File: src/rtl/mul_pkg.sv
// Shared types and widths for the floating-point multiplier mantissa path.
package mul_pkg;

   typedef enum logic [1:0] {IDLE, BUSY, DONE} mul_state_e;

   localparam int MANT_W = 24;
   localparam int ADD_W  = 32;

endpackage

File: src/rtl/add_32bits.sv
// Team 32-bit ripple-carry adder: one full-adder cell per bit, carry rippling LSB to MSB.
module add_32bits (
   input  logic [31:0] i_a,
   input  logic [31:0] i_b,
   input  logic        i_carry,
   output logic [31:0] o_sum,
   output logic        o_carry
);

   logic [32:0] carry;

   assign carry[0] = i_carry;

   for (genvar gi = 0; gi < 32; gi++) begin : g_fa
      assign o_sum[gi]     = i_a[gi] ^ i_b[gi] ^ carry[gi];
      assign carry[gi + 1] = (i_a[gi] & i_b[gi]) | (carry[gi] & (i_a[gi] ^ i_b[gi]));
   end

   assign o_carry = carry[32];

endmodule

File: src/rtl/mant_mul_seq.sv
// Sequential shift-and-add mantissa multiplier: one multiplier bit per cycle,
// valid/ready on both the operand and product sides.
module mant_mul_seq
   import mul_pkg::*;
#(
   parameter int WIDTH = MANT_W
) (
   input  logic                 i_clk,
   input  logic                 i_rst,
   input  logic                 i_valid,
   output logic                 o_ready,
   input  logic [WIDTH-1:0]     i_mcand,
   input  logic [WIDTH-1:0]     i_mplier,
   output logic                 o_valid,
   input  logic                 i_ready,
   output logic [2*WIDTH-1:0]   o_product
);

   localparam int CNT_W = $clog2(WIDTH + 1);

   mul_state_e       state, state_nxt;
   logic [WIDTH-1:0] mcand_r;
   logic [WIDTH-1:0] acc_hi;
   logic [WIDTH-1:0] mq;
   logic [CNT_W-1:0] cnt;
   logic             last_iter;

   logic [ADD_W-1:0] add_a, add_b, add_sum;
   logic             add_carry;
   logic [WIDTH:0]   sum;
   logic             unused_add;

   // Operands zero-extended into the 32-bit adder; WIDTH <= 31 keeps the sum's top bit in range.
   assign add_a = ADD_W'(acc_hi);
   assign add_b = mq[0] ? ADD_W'(mcand_r) : '0;

   add_32bits u_add (
      .i_a     (add_a),
      .i_b     (add_b),
      .i_carry (1'b0),
      .o_sum   (add_sum),
      .o_carry (add_carry)
   );

   assign sum        = add_sum[WIDTH:0];
   assign unused_add = add_carry ^ (^(add_sum >> (WIDTH + 1)));
   assign last_iter  = (cnt == CNT_W'(WIDTH - 1));

   always_comb begin
      state_nxt = state;
      case (state)
         IDLE:    if (i_valid)   state_nxt = BUSY;
         BUSY:    if (last_iter) state_nxt = DONE;
         DONE:    if (i_ready)   state_nxt = IDLE;
         default: state_nxt = IDLE;
      endcase
   end

   always_ff @(posedge i_clk or posedge i_rst) begin
      if (i_rst) state <= IDLE;
      else       state <= state_nxt;
   end

   always_ff @(posedge i_clk or posedge i_rst) begin
      if (i_rst) begin
         mcand_r <= '0;
         acc_hi  <= '0;
         mq      <= '0;
         cnt     <= '0;
      end else begin
         case (state)
            IDLE: if (i_valid) begin
               mcand_r <= i_mcand;
               acc_hi  <= '0;
               mq      <= i_mplier;
               cnt     <= '0;
            end
            BUSY: begin
               // {acc_hi, mq} <= {sum, mq} >> 1; the retired multiplier bit falls off mq[0]
               acc_hi <= sum[WIDTH:1];
               mq     <= {sum[0], mq[WIDTH-1:1]};
               cnt    <= cnt + 1'b1;
            end
            default: ;
         endcase
      end
   end

   assign o_ready   = (state == IDLE);
   assign o_valid   = (state == DONE);
   assign o_product = {acc_hi, mq};

endmodule
File: config.mk
export PLATFORM = sky130hd
export DESIGN_NAME = mant_mul_seq
export DESIGN_NICKNAME = d
export VERILOG_FILES = /design/src/rtl/mul_pkg.sv /design/src/rtl/add_32bits.sv /design/src/rtl/mant_mul_seq.sv
export SDC_FILE = /design/constraint.sdc
export NUM_CORES = 1
export LEC_CHECK = 0
export CAP_MARGIN = 20
export CORE_ASPECT_RATIO = 1.1
export CORE_MARGIN = 2
export CORE_UTILIZATION = 41
export CTS_BUF_LIST = sky130_fd_sc_hd__clkbuf_16
export DETAILED_ROUTE_END_ITERATION = 12
export PLACE_DENSITY = 0.69
export SYNTH_ARGS = -nofsm -noshare
export SYNTH_HDL_FRONTEND = slang
export SYNTH_SLANG_ARGS = --single-unit
File: constraint.sdc
create_clock -name i_clk -period 21.3 [get_ports i_clk]
set_input_delay 4.26 -clock i_clk [delete_from_list [all_inputs] [get_ports i_clk]]
set_output_delay 4.26 -clock i_clk [all_outputs]
set_load 0.01 [all_outputs]
# == After elaboration in Yosys (flattened, before gate mapping) ==
# Index checks and enable logic that the tools add are counted.
# op_classes
n_addsub,1
n_eq_ne,6
muxes,11
bitwise,118
n_reduce_logical,5
# ops
cell,count
24-bit case mux with 2 select lines,2
24-bit two-way mux,3
1-bit AND,47
1-bit bitwise XOR,47
1-bit bitwise OR,23
5-bit case mux with 2 select lines,1
2-bit two-way mux,3
2-bit case mux with 3 select lines,1
"5-bit by 1-bit adder with 5-bit output, second input constant",1
"5-bit equality test, second input constant",1
5-bit two-way mux,1
"2-bit inequality test, second input constant",2
2-bit AND reduction,2
3-bit AND reduction,1
"2-bit by 1-bit equality test with 1-bit output, second input constant",1
"2-bit equality test, second input constant",1
2-bit zero test,1
"2-bit by 1-bit inequality test with 1-bit output, second input constant",1
2-bit nonzero test,1
"1-bit bitwise XOR, first input constant",1
# totals
reg_bits,79
input_bits,52
out_inout_bits,50

# == Longest topological paths before layout ==
# Gate-level depths: netlist of run 1.
# logic_depth
depth_word,50
ltp_mapped,29

# == Cells and area by module ==
# Synthesis of run 1 repeated with hierarchy kept, for this count alone.
# hier_totals
cells_unflattened,416
area_unflattened_um2,4171.5
# by_module_without_submodules
mod,instances,cells_each,area_per_inst_um2
mant_mul_seq,1,374,3493.4
add_32bits,1,42,678.2

# == Worst setup path before layout of run 1 ==
# No wires, ideal clock.
# synth_path
path_kind,register to register
startpoint,register mq[0]
endpoint,register acc_hi[22]
setup_time_ns,0.117
t_arrival_ns,9.547
required_time_ns,21.183
setup_slack_ns,11.636
stages_incl_launch_ff,29
n_path_buf,1
synth_period_minus_slack_ns,9.664
cell_sequence,dfrtp_1 > clkbuf_1 > nand2_1 > fa_1 > fa_1 > fa_1 > fa_1 > fa_1 > fa_1 > fa_1 > fa_1 > fa_1 > fa_1 > fa_1 > fa_1 > fa_1 > fa_1 > fa_1 > fa_1 > fa_1 > fa_1 > fa_1 > fa_1 > fa_1 > inv_1 > fa_1 > fa_1 > nand2_1 > nand2_1
# synth_via
elab_chain_cells,48
elab_cells_between_ends,93
# synth_lines
item,line,rtl
from (decl),mant_mul_seq.sv:24,logic [WIDTH-1:0] mq;
from (signal assigned),mant_mul_seq.sv:75,mq <= i_mplier;
from (signal assigned),mant_mul_seq.sv:81,"mq <= {sum[0], mq[WIDTH-1:1]};"
24-bit two-way mux (*),mant_mul_seq.sv:35,assign add_b = mq[0] ? ADD_W'(mcand_r) : '0;
1-bit AND / 1-bit bitwise XOR (equally long branches),add_32bits.sv:16,assign carry[gi + 1] = (i_a[gi] & i_b[gi]) | (carry[gi] & (i_a[gi] ^ i_b[gi]));
1-bit AND,add_32bits.sv:16,
1-bit bitwise OR,add_32bits.sv:16,
1-bit AND,add_32bits.sv:16,
1-bit bitwise OR,add_32bits.sv:16,
1-bit AND,add_32bits.sv:16,
1-bit bitwise OR,add_32bits.sv:16,
[... 32 more ...],n/a,
1-bit AND,add_32bits.sv:16,
1-bit bitwise OR,add_32bits.sv:16,
1-bit AND,add_32bits.sv:16,
1-bit bitwise OR,add_32bits.sv:16,
1-bit AND,add_32bits.sv:16,
1-bit bitwise OR,add_32bits.sv:16,
1-bit bitwise XOR (*),add_32bits.sv:15,assign o_sum[gi] = i_a[gi] ^ i_b[gi] ^ carry[gi];
24-bit case mux with 2 select lines (*),mant_mul_seq.sv:71,case (state)
to (signal assigned),mant_mul_seq.sv:80,acc_hi <= sum[WIDTH:1];
to (decl),mant_mul_seq.sv:23,logic [WIDTH-1:0] acc_hi;
# Mark *: on every way between the ends. The rest lies on a longest branch, timed or not.
# A chain may end at the register's enable or synchronous reset.

# == Final worst setup path of run 1 ==
# Same ends and word-level chain as after synthesis.

==> impl_metrics.json, run 1 <==
{
  "vdd_ir_drop_max_mv": 0.05931,
  "place_congestion": 0.7592,
  "path_class": "reg2reg",
  "htreeDepth": 3,
  "dp_cells": 594,
  "max_freq_mhz": 99.83,
  "drtIter0Drc": 153,
  "clkLatencyLatePin_ps": 330,
  "dp_slack_ps": 11230,
  "vias_per_cell": 4.925,
  "cp_common_cell": "fa_1",
  "via_count": 3014,
  "cp.arrival_ps": 10240,
  "ys_seq_area_share_pct": 50.17,
  "status": "complete, no violations",
  "path_clk_slew_ps": 60,
  "dr.pass1.iters": 5,
  "place_area_sq_um": 4994,
  "chipWidth_microns": 97.47,
  "die_h_microns": 106.8,
  "synth_area_leaders": "dfrtp_1 50%, nand2_1 14%, fa_1 12%",
  "synthesis.nets": 472,
  "drv_slew": 0,
  "drc": 0,
  "synth_top_family_by_area": "simple AND/OR/NAND/NOR gates",
  "grt_pass1_wl_mm": 14.35,
  "cpMaxStageDelayCell": "fa_1",
  "synth-simple-area-share_pct": 22.04,
  "wl_mm": 8.597,
  "fin_setup_tns_ps": 0,
  "rsz0062_at_grt": "no",
  "cts_sinks": 79,
  "synth_top_area_share_pct": 50.17,
  "antenna_found_initial": 0,
  "hold_path.class": "reg2reg",
  "holdWs_ps": 468.9,
  "drive_gt1_share_pct": 8.889,
  "min_period_over_period_pct": 47.03,
  "critPathMaxStageDelay_ps": 400,
  "yosys_warnings": 0,
  "fin_ws_ps": 11280,
  "portBuffers": 101,
  "critPathRequiredTime_ps": 21530,
  "rrSetupSlack_ps": 11280,
  "final.min_clock_period_ps": 10020,
  "max-slew-margin-rel_pct": 30.77,
  "start_util_pct": 42.13,
  "wire_per_inst_microns": 14.05,
  "antenna_cells": 0,
  "post_cts_buffers": 0,
  "worst_pin_slew_ps": 1038,
  "cts_buffers": 9,
  "dp_hpwl_mm": 5.755,
  "r2r.worst_path.cells": 30,
  "synthAdderAreaFrac_pct": 12.32,
  "grt_usage_pct": 17.30,
  "synth-seq-cells": 79,
  "fin_area_sq_um": 5321,
  "cts_resized": 0,
  "rows": 37,
  "antenna_left": 0,
  "cts_buffer_depth": 2,
  "root_buffer": "clkbuf_16",
  "syn_area_per_cell_sq_um": 9.975,
  "holdBufCountCts": 0,
  "path_max_fanout": 26,
  "hold_depth": 2,
  "grt.overflow.total": 0,
  "area_delta_synth_final_pct": 35.06,
  "synth.area.mux_share_pct": 0.5081,
  "synth_xor_area_share_pct": 0,
  "netlist_instances": 395,
  "grt_max_degree": 80,
  "grt_pass1_vias": 3056,
  "synth-compound-area-share_pct": 8.669,
  "final_nets": 567,
  "end_kind": "flip-flop",
  "maxCapViolCount": 0,
  "powerDensity_nw_per_um2": 142.5,
  "setup_viol": 0,
  "finalNonFillerCells": 612,
  "hold_violations": 0,
  "synth.distinct_cells": 30,
  "fin_worst_skew_ps": 9.158,
  "core_sq_um": 9351,
  "synth_area_leader_cell": "dfrtp_1",
  "p_leak_nw": 2.353,
  "synth.cell_area_sq_um": 3940,
  "start_kind": "flip-flop",
  "cts_tree": "yes",
  "dieArea_sq_um": 10410,
  "ios": 102
}
sequential cells by signal, summed over array words and instances, names as in the netlist:
signal	cells
mq	24
mcand_r	24
cnt	5
state	2
acc_hi	24
power breakdown:
part | switching, mW | leakage (nW) | internal (mW)
combinational | 0.170 | 1.22 | 0.165
clock | 0.0574 | 0.143 | 0.0886
sequential | 0.0553 | 0.986 | 0.222
total | 0.282 | 2.35 | 0.476
cell type report:
cell class | instances | area [sq um]
inverters | 25 | 95.09
multi-input cells | 267 | 1727
clock buffers | 9 | 225.2
fillers | 828 | 4030
clock inverters | 7 | 55.05
well taps | 117 | 146.4
flip-flops and latches | 79 | 1977
repair buffers | 108 | 1096
synth_stat cells:
cell type  instances
a21oi_1            1
a22o_1             1
a22oi_1           23
and2_1             3
and4b_1            1
buf_2              6
buf_4              3
buf_6              6
clkbuf_1           9
dfrtp_1           79
fa_1              23
ha_1               2
inv_1             25
mux2i_1            2
nand2_1          149
nand2b_1           1
nand3_1            5
nand3_2           19
nand4_1            2
nor2_1             2
nor2b_1            2
nor3_1             1
nor3b_2            1
o21ai_0            1
o21ai_1           23
o21ba_1            1
o21bai_2           1
o22ai_1            1
o31ai_1            1
or3b_1             1
layer usage:
metal	share of wire (%)	wire (microns)	track usage, %	vias to the layer above
met2	49	4224	28.13	70
met3	5.4	467	4.889	11
met5	0	0	0	-
met1	44	3758	21.43	1481
li1	-	-	-	1452
met4	1.7	146	8.234	0
cell usage in the layout, fill, tap and decap left out, types with 3 or more instances in the layout:
cell type / Yosys / layout
and2_1: 3 / 3
clkbuf_16: 0 / 9
o21ai_1: 23 / 23
inv_1: 25 / 25
clkinv_1: 0 / 3
clkdlybuf4s50_1: 0 / 101
buf_4: 3 / 5
nand3_2: 19 / 19
a22oi_1: 23 / 23
nand3_1: 5 / 5
nand2_1: 149 / 149
dfrtp_1: 79 / 79
fa_1: 23 / 23
clkinv_2: 0 / 3
kinds of logic (layout without fill, tap and decap cells):
kind of cell / Yosys count / in the layout
muxes: 2 / 2
buffers and inverters: 49 / 149
adders and majority gates: 25 / 25
AOI/OAI and AO/OA: 53 / 53
and+or+nand+nor: 187 / 187
DFF: 79 / 79
metrics by stage:
| stage | total power, mW | utilization (%) |
|---|---|---|
| global placement | 0.6029 | 53.40 |
| global route | 0.8210 | 56.90 |
| finish | 0.7583 | 56.90 |
| detailed placement | 0.6145 | 53.40 |
| floorplan | 0.4758 | - |
| CTS | 0.7651 | 56.40 |
worst max-delay path: cells and delay by family, from the launching register on:
| kind | cells | cell delay [ps] |
|---|---|---|
| flip-flops | 1 | 320 |
| buffers and inverters | 3 | 360 |
| AND/OR/NAND/NOR | 3 | 280 |
| adder cells (fa/ha/maj) | 24 | 8930 |
final timing paths:
path	to	from
worst max-delay path	acc_hi[22]	mq[0]
worst max register to register	acc_hi[22]	mq[0]
worst min register to register	mcand_r[0]	mcand_r[0]
max in group asynchronous	acc_hi[12]	i_rst
worst min-delay path	mcand_r[0]	mcand_r[0]
min in group asynchronous	mq[7]	i_rst
No activity file was read; power rests on OpenSTA's default activity.
==> inputs of run 2 (changes only) <==
--- a/config.mk
+++ b/config.mk
@@ -11,7 +11,7 @@
 export CORE_UTILIZATION = 41
 export CTS_BUF_LIST = sky130_fd_sc_hd__clkbuf_16
 export DETAILED_ROUTE_END_ITERATION = 12
-export PLACE_DENSITY = 0.69
+export PLACE_DENSITY = 0.72
 export SYNTH_ARGS = -nofsm -noshare
 export SYNTH_HDL_FRONTEND = slang
 export SYNTH_SLANG_ARGS = --single-unit
==> constraint.sdc (replaced) <==
create_clock -name i_clk -period 8.1 [get_ports i_clk]
set_input_delay 1.62 -clock i_clk [delete_from_list [all_inputs] [get_ports i_clk]]
set_output_delay 1.62 -clock i_clk [all_outputs]
set_load 0.01 [all_outputs]
==> impl_metrics.json, run 2 (synthesized netlist as in run 1, its figures left out) <==
{
  "status": "finished, violations left",
  "violations": "negative setup slack",
  "sequentialPowerShare_pct": 36.3,
  "holdCritStartpoint": "mcand_r[23]",
  "path_clk_slew_ps": 60,
  "cts_tree": "yes",
  "cts_buffers": 9,
  "ios": 102,
  "path_class": "reg2reg",
  "cpMaxStageDelayCell": "fa_1",
  "power_switching_mw": 0.7593,
  "worst_pin_slew_ps": 1053,
  "dp_hpwl_mm": 5.997,
  "wire_per_inst_microns": 14.21,
  "min_period_over_period_pct": 108.2,
  "cp.arrival_ps": 8990,
  "max-slew-margin-rel_pct": 29.78,
  "max_freq_mhz": 114.1,
  "layout_common_cells": "149 x nand2_1, 101 x clkdlybuf4s50_1, 78 x dfrtp_1, 24 x inv_1",
  "critPathRequiredTime_ps": 8320,
  "start_util_pct": 42.13,
  "grt_usage_pct": 17.64,
  "fin_worst_skew_ps": 6.136,
  "powerDensity_nw_per_um2": 371.6,
  "p_clk_share_pct": 17.7,
  "place_area_sq_um": 5077,
  "hold_path_end": "mcand_r[23]",
  "p_leak_nw": 2.367,
  "antenna_cells": 0,
  "cts_sinks": 79,
  "end_kind": "flip-flop",
  "rows": 37,
  "holdWs_ps": 471.6,
  "rsz0062_at_grt": "yes",
  "die_h_microns": 106.8,
  "grt_pass1_vias": 3137,
  "wl_mm": 8.766,
  "grt_pass1_wl_mm": 14.77,
  "p_comb_share_pct": 46.1,
  "hold_violations": 0,
  "clkLatencyLatePin_ps": 330,
  "antenna_found_initial": 0,
  "grt.overflow.total": 0,
  "total_power_mw": 2.006,
  "portBuffers": 101,
  "regArea_sq_um": 1978,
  "dp_cells": 598,
  "dieArea_sq_um": 10410,
  "chipWidth_microns": 97.47,
  "antenna_left": 0,
  "final.min_clock_period_ps": 8764,
  "root_buffer": "clkbuf_16",
  "r2r.worst_path.cells": 29,
  "finalNonFillerCells": 617,
  "cp_common_cell": "fa_2",
  "vdd_ir_drop_max_mv": 0.1724,
  "postLayoutCoreUtil_pct": 57.72,
  "core_sq_um": 9351,
  "htreeDepth": 3,
  "start_kind": "flip-flop",
  "dp_slack_ps": -734.3,
  "timing.rr.start": "mq[0]",
  "drc": 0,
  "fin_ws_ps": -664.3,
  "multi_input_area_sq_um": 1794,
  "place_congestion": 0.7735,
  "largest_registers": "acc_hi (24), mcand_r (24), mq (24)",
  "vias_per_cell": 4.864,
  "r2r-end": "acc_hi[22]",
  "nFillCells": 826,
  "final_common_cell": "nand2_1",
  "netSwitchingFraction_pct": 37.85,
  "drtIter0Drc": 140,
  "hold_depth": 2,
  "fin_setup_tns_ps": -1708,
  "dr.pass1.iters": 5,
  "hold_path.class": "reg2reg",
  "grt_max_degree": 80,
  "area_delta_synth_final_pct": 37.00,
  "rrSetupSlack_ps": -660,
  "fin_area_sq_um": 5398,
  "drive_gt1_share_pct": 15.00,
  "critPathMaxStageDelay_ps": 400,
  "final_nets": 572,
  "maxCapViolCount": 0,
  "via_count": 3001,
  "path_max_fanout": 2,
  "drv_slew": 0,
  "power.internal_mw": 1.247,
  "setup_viol": 4,
  "cts_buffer_depth": 2
}
-- run 2: cell count changes in the layout (fill, tap and decap cells not counted), sizes merged --
| cell | change |
|---|---|
| bufinv | -1 |
| clkinv | -1 |
| clkinvlp | +1 |
| buf | +5 |
| inv | +1 |
-- run 2: layer usage --
metal,vias to the layer above,routed length (microns),track usage (%)
li1,1466,-,-
met1,1450,3806,23.21
met2,72,4293,27.98
met3,13,501,4.694
met4,0,165,7.143
met5,-,0,0
-- run 2: worst max-delay path, delay by kind of cell (launching register included) --
| kind | cells | cell delay (ps) |
|---|---|---|
| buf+inv | 2 | 90 |
| fa+ha+maj | 24 | 7950 |
| simple gates | 3 | 270 |
| flops | 1 | 350 |
-- run 2: timing repair --
action	in CTS	in global routing
setup endpoints to repair	4	5
pin swaps	2	2
resized for setup	4	0
hold buffers	0	0
buffers inserted	0	1
-- run 2: worst max-delay path by stage --
stage	start	endpoint	slack, ps
after global routing	mq[0]	acc_hi[22]	-910
after detailed placement	mq[0]	acc_hi[22]	-730
after CTS	mq[0]	acc_hi[22]	-690
after floorplan	mq[0]	acc_hi[22]	-580
after global placement	mq[0]	acc_hi[22]	-620
final	mq[0]	acc_hi[22]	-660
-- run 2: power by group through the flow --
stage / clock network, mW / logic, mW / registers (mW)
final: 0.354 / 0.924 / 0.728
after global routing: 0.381 / 1.05 / 0.753
after CTS: 0.363 / 0.928 / 0.730
after detailed placement: 0 / 0.919 / 0.730
after global placement: 0 / 0.891 / 0.724
after floorplan: 0 / 0.512 / 0.756
-- run 2: area by class of cell --
class / count / area share [%]
multi-input cells: 267 / 33.24
clock buffers: 9 / 4.172
repair buffers: 113 / 20.86
clock inverters: 7 / 0.6027
flip-flops and latches: 79 / 36.65
well taps: 117 / 2.712
inverters: 25 / 1.762
